### src/rtl/fifo_rd_arbiter.sv
// Read-side round-robin, burst-limited scheduler for the async FIFO.
// Pops are returned one cycle later, tagged with the owning requester ID.
module fifo_rd_arbiter #(
  parameter int N_REQ  = 4,
  parameter int BURST  = 4,
  parameter int DATA_W = 8,
  parameter int ID_W   = $clog2(N_REQ)
) (
  input  logic              rclk,
  input  logic              rrst_n,
  input  logic [N_REQ-1:0]  req,
  input  logic              rempty,
  input  logic [DATA_W-1:0] rdata,
  output logic              rinc,
  output logic [N_REQ-1:0]  gnt,
  output logic              out_valid,
  output logic [DATA_W-1:0] out_data,
  output logic [ID_W-1:0]   out_id,
  output logic              busy
);

  localparam int BC_W = $clog2(BURST) + 1;
  localparam logic [BC_W-1:0] BC_LAST = BC_W'(BURST - 1);
  localparam logic [ID_W-1:0] LP_RST = ID_W'(N_REQ - 1);

  typedef enum logic {
    IDLE,
    XFER
  } state_t;

  state_t state, state_n;

  logic [N_REQ-1:0] gnt_n;
  logic [ID_W-1:0]  lp, lp_n;
  logic [ID_W-1:0]  pick, cid;
  logic [BC_W-1:0]  bc, bc_n;
  logic             found;
  logic             last_pop;
  int               cand;

  // Search starts just past the last winner so it gets lowest priority.
  always_comb begin
    pick  = '0;
    found = 1'b0;
    cand  = 0;
    cid   = '0;
    for (int k = 1; k <= N_REQ; k++) begin
      cand = (int'(lp) + k) % N_REQ;
      cid  = ID_W'(cand);
      if (!found && req[cid]) begin
        found = 1'b1;
        pick  = cid;
      end
    end
  end

  assign last_pop = (bc == BC_LAST);

  always_comb begin
    state_n = state;
    gnt_n   = gnt;
    lp_n    = lp;
    bc_n    = bc;
    rinc    = 1'b0;
    unique case (state)
      IDLE: begin
        gnt_n = '0;
        if (found && !rempty) begin
          state_n = XFER;
          gnt_n   = N_REQ'(1) << pick;
          lp_n    = pick;
          bc_n    = '0;
        end
      end
      XFER: begin
        rinc = req[lp] & ~rempty;
        if (!req[lp]) begin
          state_n = IDLE;
          gnt_n   = '0;
        end else if (rinc) begin
          bc_n = bc + BC_W'(1);
          if (last_pop) begin
            state_n = IDLE;
            gnt_n   = '0;
          end
        end
      end
      default: begin
        state_n = IDLE;
        gnt_n   = '0;
      end
    endcase
  end

  always_ff @(posedge rclk or negedge rrst_n) begin
    if (!rrst_n) begin
      state     <= IDLE;
      gnt       <= '0;
      lp        <= LP_RST;
      bc        <= '0;
      out_valid <= 1'b0;
      out_data  <= '0;
      out_id    <= '0;
    end else begin
      state     <= state_n;
      gnt       <= gnt_n;
      lp        <= lp_n;
      bc        <= bc_n;
      out_valid <= rinc;
      if (rinc) begin
        out_data <= rdata;
        out_id   <= lp;
      end
    end
  end

  assign busy = (state == XFER);

  a_no_underflow: assert property (
    @(posedge rclk) disable iff (!rrst_n) !(rinc && rempty));

  a_gnt_onehot: assert property (
    @(posedge rclk) disable iff (!rrst_n) $onehot0(gnt));

endmodule

### config.mk
export PLATFORM = sky130hd
export DESIGN_NAME = fifo_rd_arbiter
export DESIGN_NICKNAME = d
export VERILOG_FILES = /design/src/rtl/fifo_rd_arbiter.sv
export SDC_FILE = /design/constraint.sdc
export NUM_CORES = 1
export LEC_CHECK = 0
export ABC_AREA = 1
export ABC_CLOCK_PERIOD_IN_PS = 2700
export BUFFER_PORTS_ARGS = -buffer_cell sky130_fd_sc_hd__buf_2
export CORE_MARGIN = 3
export CORE_UTILIZATION = 29
export CTS_BUF_LIST = sky130_fd_sc_hd__clkbuf_8
export CTS_CLUSTER_DIAMETER = 150
export CTS_CLUSTER_SIZE = 28
export DETAILED_ROUTE_END_ITERATION = 10
export HOLD_SLACK_MARGIN = 0.05
export MAX_ROUTING_LAYER = met4
export PLACE_DENSITY = 0.5
export RECOVER_POWER = 100
export SLEW_MARGIN = 20
export SYNTH_ARGS = -nofsm -noshare
export SYNTH_HDL_FRONTEND = slang
export SYNTH_SLANG_ARGS = --single-unit
### constraint.sdc
create_clock -name rclk -period 2.7 [get_ports rclk]
set_input_delay 0.135 -clock rclk [delete_from_list [all_inputs] [get_ports rclk]]
set_output_delay 0.135 -clock rclk [all_outputs]
set_load 0.005 [all_outputs]
==> summary by stage <==
Status
The run finished with clean final reports.

Logic synthesis
Synthesis produced a netlist with a net count of around 170. The share of the Yosys chip area taken by registers is about 44%. The Yosys step of the flow raised 0 warnings. By area the synthesized netlist is led by sky130_fd_sc_hd__dfrtp_1 (40%), sky130_fd_sc_hd__nand2_1 (23%), sky130_fd_sc_hd__nand2_2 (4.7%). The combined area of all synthesized cells is between 1000 and 1500 um2. Summed over its instances, the top area cell type makes up 39.6% of the synthesized netlist area.

The xor/xnor cell area share of the yosys netlist is 0%. The largest total area in the synthesized netlist belongs to sky130_fd_sc_hd__dfrtp_1. Each instance of the synthesized netlist takes up on average ~8 um2.

Summing the areas of all compound-gate instances in the mapped netlist gives 5.42% of the synthesized area. The count of mapped cells out of synthesis is between 150 and 200. The synthesized netlist contains 24 unique library cells. The main combinational cell family by area after synthesis is simple AND/OR/NAND/NOR gates. The number of synthesized register bits is 21. The share of synthesized cell area in full adder, half adder and majority cells is 2.09%. The multiplexer share of the synthesized area is 0%. The simple-gate share of the synthesized area is roughly 40%.

CTS
The clock insertion delay at the later pin of the skew report is approximately 260 ps. The number of clock buffers inserted by TritonCTS is 3. The number of H-tree levels is 1.

CTS saw 21 sinks. In this run the clock root is driven by a sky130_fd_sc_hd__clkbuf_8. The CTS tree is built.

The clock passes through at most 2 buffers. The total setup buffers inserted after CTS is 0. Clock-pin slew was measured on the worst setup and hold paths at ~80 ps.

Power and ir drop
The maximum ir drop on the vdd rail is between 0.5 and 0.6 mV. The standby leakage power is 0.000801 uW. For this design the ratio of total power to cell area is between 1000 and 1500 nW/um2.

Die
The die covers between 4000 and 5000 um2. From left edge to right edge, the die measures between 70 and 80 um. The core region is approximately 3800 um2. Measured along the y axis, the die boundary spans 70.3 um. For this configuration, the core starts out at a cell density of around a third. The I/O pin count is 32. The count of standard-cell rows is 22.

STA
Measured against its own limit, the worst slew margin works out to 26.5%. Adding up every negative setup slack in the final design gives 0 ps. The worst path needs approximately 2300 ps of the cycle, external delays included. The clock skew after layout is approximately 4.5 ps. Setup violations remaining at the end of the flow were counted as 0. Setup repair after global routing left no endpoint under its margin. For the pin with the worst max-slew slack, the measured transition is around 1100 ps.

The maximum clock frequency is 432 MHz. The post-route fraction of the period consumed by the critical path is ~86%. The number of max-slew violations in the final report is 0. The worst hold slack across all endpoints is around 75 ps. The number of hold violations in the final report is 0. The final worst-path setup slack is 388 ps.

Route
In the final routed layout, each cell accounts on average for roughly 10 um. For this block, the initial DRC count from the detailed router was 38. The post-route DRC violation count is 0. The number of nets still failing antenna checks after routing is 0. The routed design has approximately 2.4 mm of wire. Using the TritonRoute via totals, the vias-per-cell ratio works out to 4.32. The detailed router placed 1015 vias in this run. The first detailed-routing pass took 4 iterations.

Setup path
In this run the worst path has a maximum fanout of 15. The endpoint kind of the worst setup timing path is an output port. STA puts the critical path data arrival time at ~2200 ps. The cell count of the worst reg-to-reg path is 10. The required time at the worst-slack endpoint is 2570 ps. The kind of launch point of the worst setup path is a register. The category of the critical setup timing path is register to output port.

Cells and area
The multi-input combinational cell area is between 500 and 600 um2. Cells with a size suffix above 1 make up around a quarter of the layout. The top cell types in the final layout, fill and taps aside, are sky130_fd_sc_hd__nand2_1 (74), sky130_fd_sc_hd__buf_2 (24), sky130_fd_sc_hd__dfrtp_1 (19). For this run, the post-layout net count is slightly above 200. The number of filler instances in the final layout is about 420. Excluding fillers, the count of instances in the completed layout stands at 235. The library cell used most frequently in the layout, excluding fill and tap cells, is sky130_fd_sc_hd__nand2_1. Summing all flip-flop and latch instances after layout gives ~530 um2. The antenna diode instance count is 0.

The growth of design area from synthesis to finish is 17.0%.

Global routing
The global route total overflow is 0. The via count of the first global-routing pass is approximately 1000. The maximum number of pins on one net before global-route repair is 22.

The first global-routing pass estimated about 4.5 mm of wire. The initial antenna violation count is 0. For this run, the total global-route usage over all layers was measured as between 10% and 20%.

Placement
The wire-length estimate of the detail-placed layout is between 1.5 and 2 mm. The last weighted congestion value of the routability-driven placer is about 0.82. The number of buffer cells added on primary ports is 31. Before CTS, the worst setup slack after placement is between 700 and 800 ps. The number of placed instances with taps included is 230.

Hold path
The worst hold path was traced through 3 stages. The min-delay analysis places its worst path in the category primary input to register.

Flow run
The tool flagged a number of max-cap violations equal to 0.
[sequential cells by signal (all words and copies together) (netlist names)]
register / count
busy: 1
bc: 3
gnt: 4
lp: 2
out_id: 2
out_valid: 1
out_data: 8
[worst max-delay path, stage by stage, from the launching register on]
cell                       delay, ps
sky130_fd_sc_hd__dfstp_2         640
sky130_fd_sc_hd__inv_1           210
sky130_fd_sc_hd__nand2_4         110
sky130_fd_sc_hd__nand2_2          60
sky130_fd_sc_hd__nand2_2          80
sky130_fd_sc_hd__o21ai_2          60
sky130_fd_sc_hd__inv_2            90
sky130_fd_sc_hd__nor2_1           60
sky130_fd_sc_hd__nand2_2         230
sky130_fd_sc_hd__clkinv_2        200
sky130_fd_sc_hd__buf_2           170
[cells in the mapped netlist]
| master | n |
|---|---|
| sky130_fd_sc_hd__nor2_1 | 3 |
| sky130_fd_sc_hd__nand3b_1 | 1 |
| sky130_fd_sc_hd__ha_1 | 2 |
| sky130_fd_sc_hd__o21ai_0 | 3 |
| sky130_fd_sc_hd__nand3_2 | 2 |
| sky130_fd_sc_hd__buf_6 | 3 |
| sky130_fd_sc_hd__nand2_1 | 72 |
| sky130_fd_sc_hd__a211oi_2 | 1 |
| sky130_fd_sc_hd__o21ai_1 | 1 |
| sky130_fd_sc_hd__or2_1 | 1 |
| sky130_fd_sc_hd__inv_6 | 1 |
| sky130_fd_sc_hd__a31oi_1 | 1 |
| sky130_fd_sc_hd__dfstp_2 | 2 |
| sky130_fd_sc_hd__dfrtp_1 | 19 |
| sky130_fd_sc_hd__inv_1 | 9 |
| sky130_fd_sc_hd__nand4_1 | 1 |
| sky130_fd_sc_hd__o21ai_2 | 3 |
| sky130_fd_sc_hd__nor2_2 | 1 |
| sky130_fd_sc_hd__nor2_4 | 1 |
| sky130_fd_sc_hd__nand3_1 | 9 |
| sky130_fd_sc_hd__inv_2 | 4 |
| sky130_fd_sc_hd__nand2_4 | 4 |
| sky130_fd_sc_hd__clkinv_2 | 1 |
| sky130_fd_sc_hd__nand2_2 | 9 |
[path summary, 6_finish.rpt]
check                      slack (ps)     endpoint   startpoint
max                               390         rinc        lp[0]
min                                70  out_data[6]     rdata[6]
max reg2reg                       540         busy        lp[0]
min reg2reg                       480  out_data[4]  out_data[4]
max in group asynchronous        1440    out_id[0]       rrst_n
min in group asynchronous         600  out_data[6]       rrst_n
[power by group]
| part | switching (uW) | internal, uW |
|---|---|---|
| Sequential | 102 | 452 |
| Clock | 97.1 | 103 |
| Combinational | 492 | 280 |
[repair_timing]
action,4_1_cts,5_1_grt
endpoints found under the hold margin,19,0
resized for setup,0,0
hold buffers,1,0
[routing by layer]
layer	wire length, um	part of all wire (%)	track usage (%)	vias to the layer above
met1	1150	47	13.4	463
met2	1210	50	18.5	10
met5	0	0	-	-
met4	11	0.45	1.28	0
met3	73	3.0	3.60	2
li1	-	-	-	540
[through the flow]
step,util (%),instance area (um2),total power [uW]
3_3_place_gp,36.1,1380,1390
2_1_floorplan,-,1200,1180
3_5_place_dp,36.1,1380,1390
4_1_cts,37.6,1440,1600
5_1_grt,36.7,1400,1690
6_report,36.7,1400,1530
[kinds of logic (layout without fill, tap and decap cells)]
family,after synthesis,after routing
AO/OA/AOI/OAI,9,9
adder cells (fa/ha/maj),2,2
buffers and inverters,18,51
flip-flops,21,21
AND/OR/NAND/NOR,104,104
[cell type report]
cell class,count,area share (%)
clock buffers,3,2.94
clock inverters,1,0.357
inverters,15,4.46
multi-input cells,115,39.2
flip-flops and latches,21,37.6
well taps,48,4.28
repair buffers,32,11.1
Power figures use the tool's default switching activity.
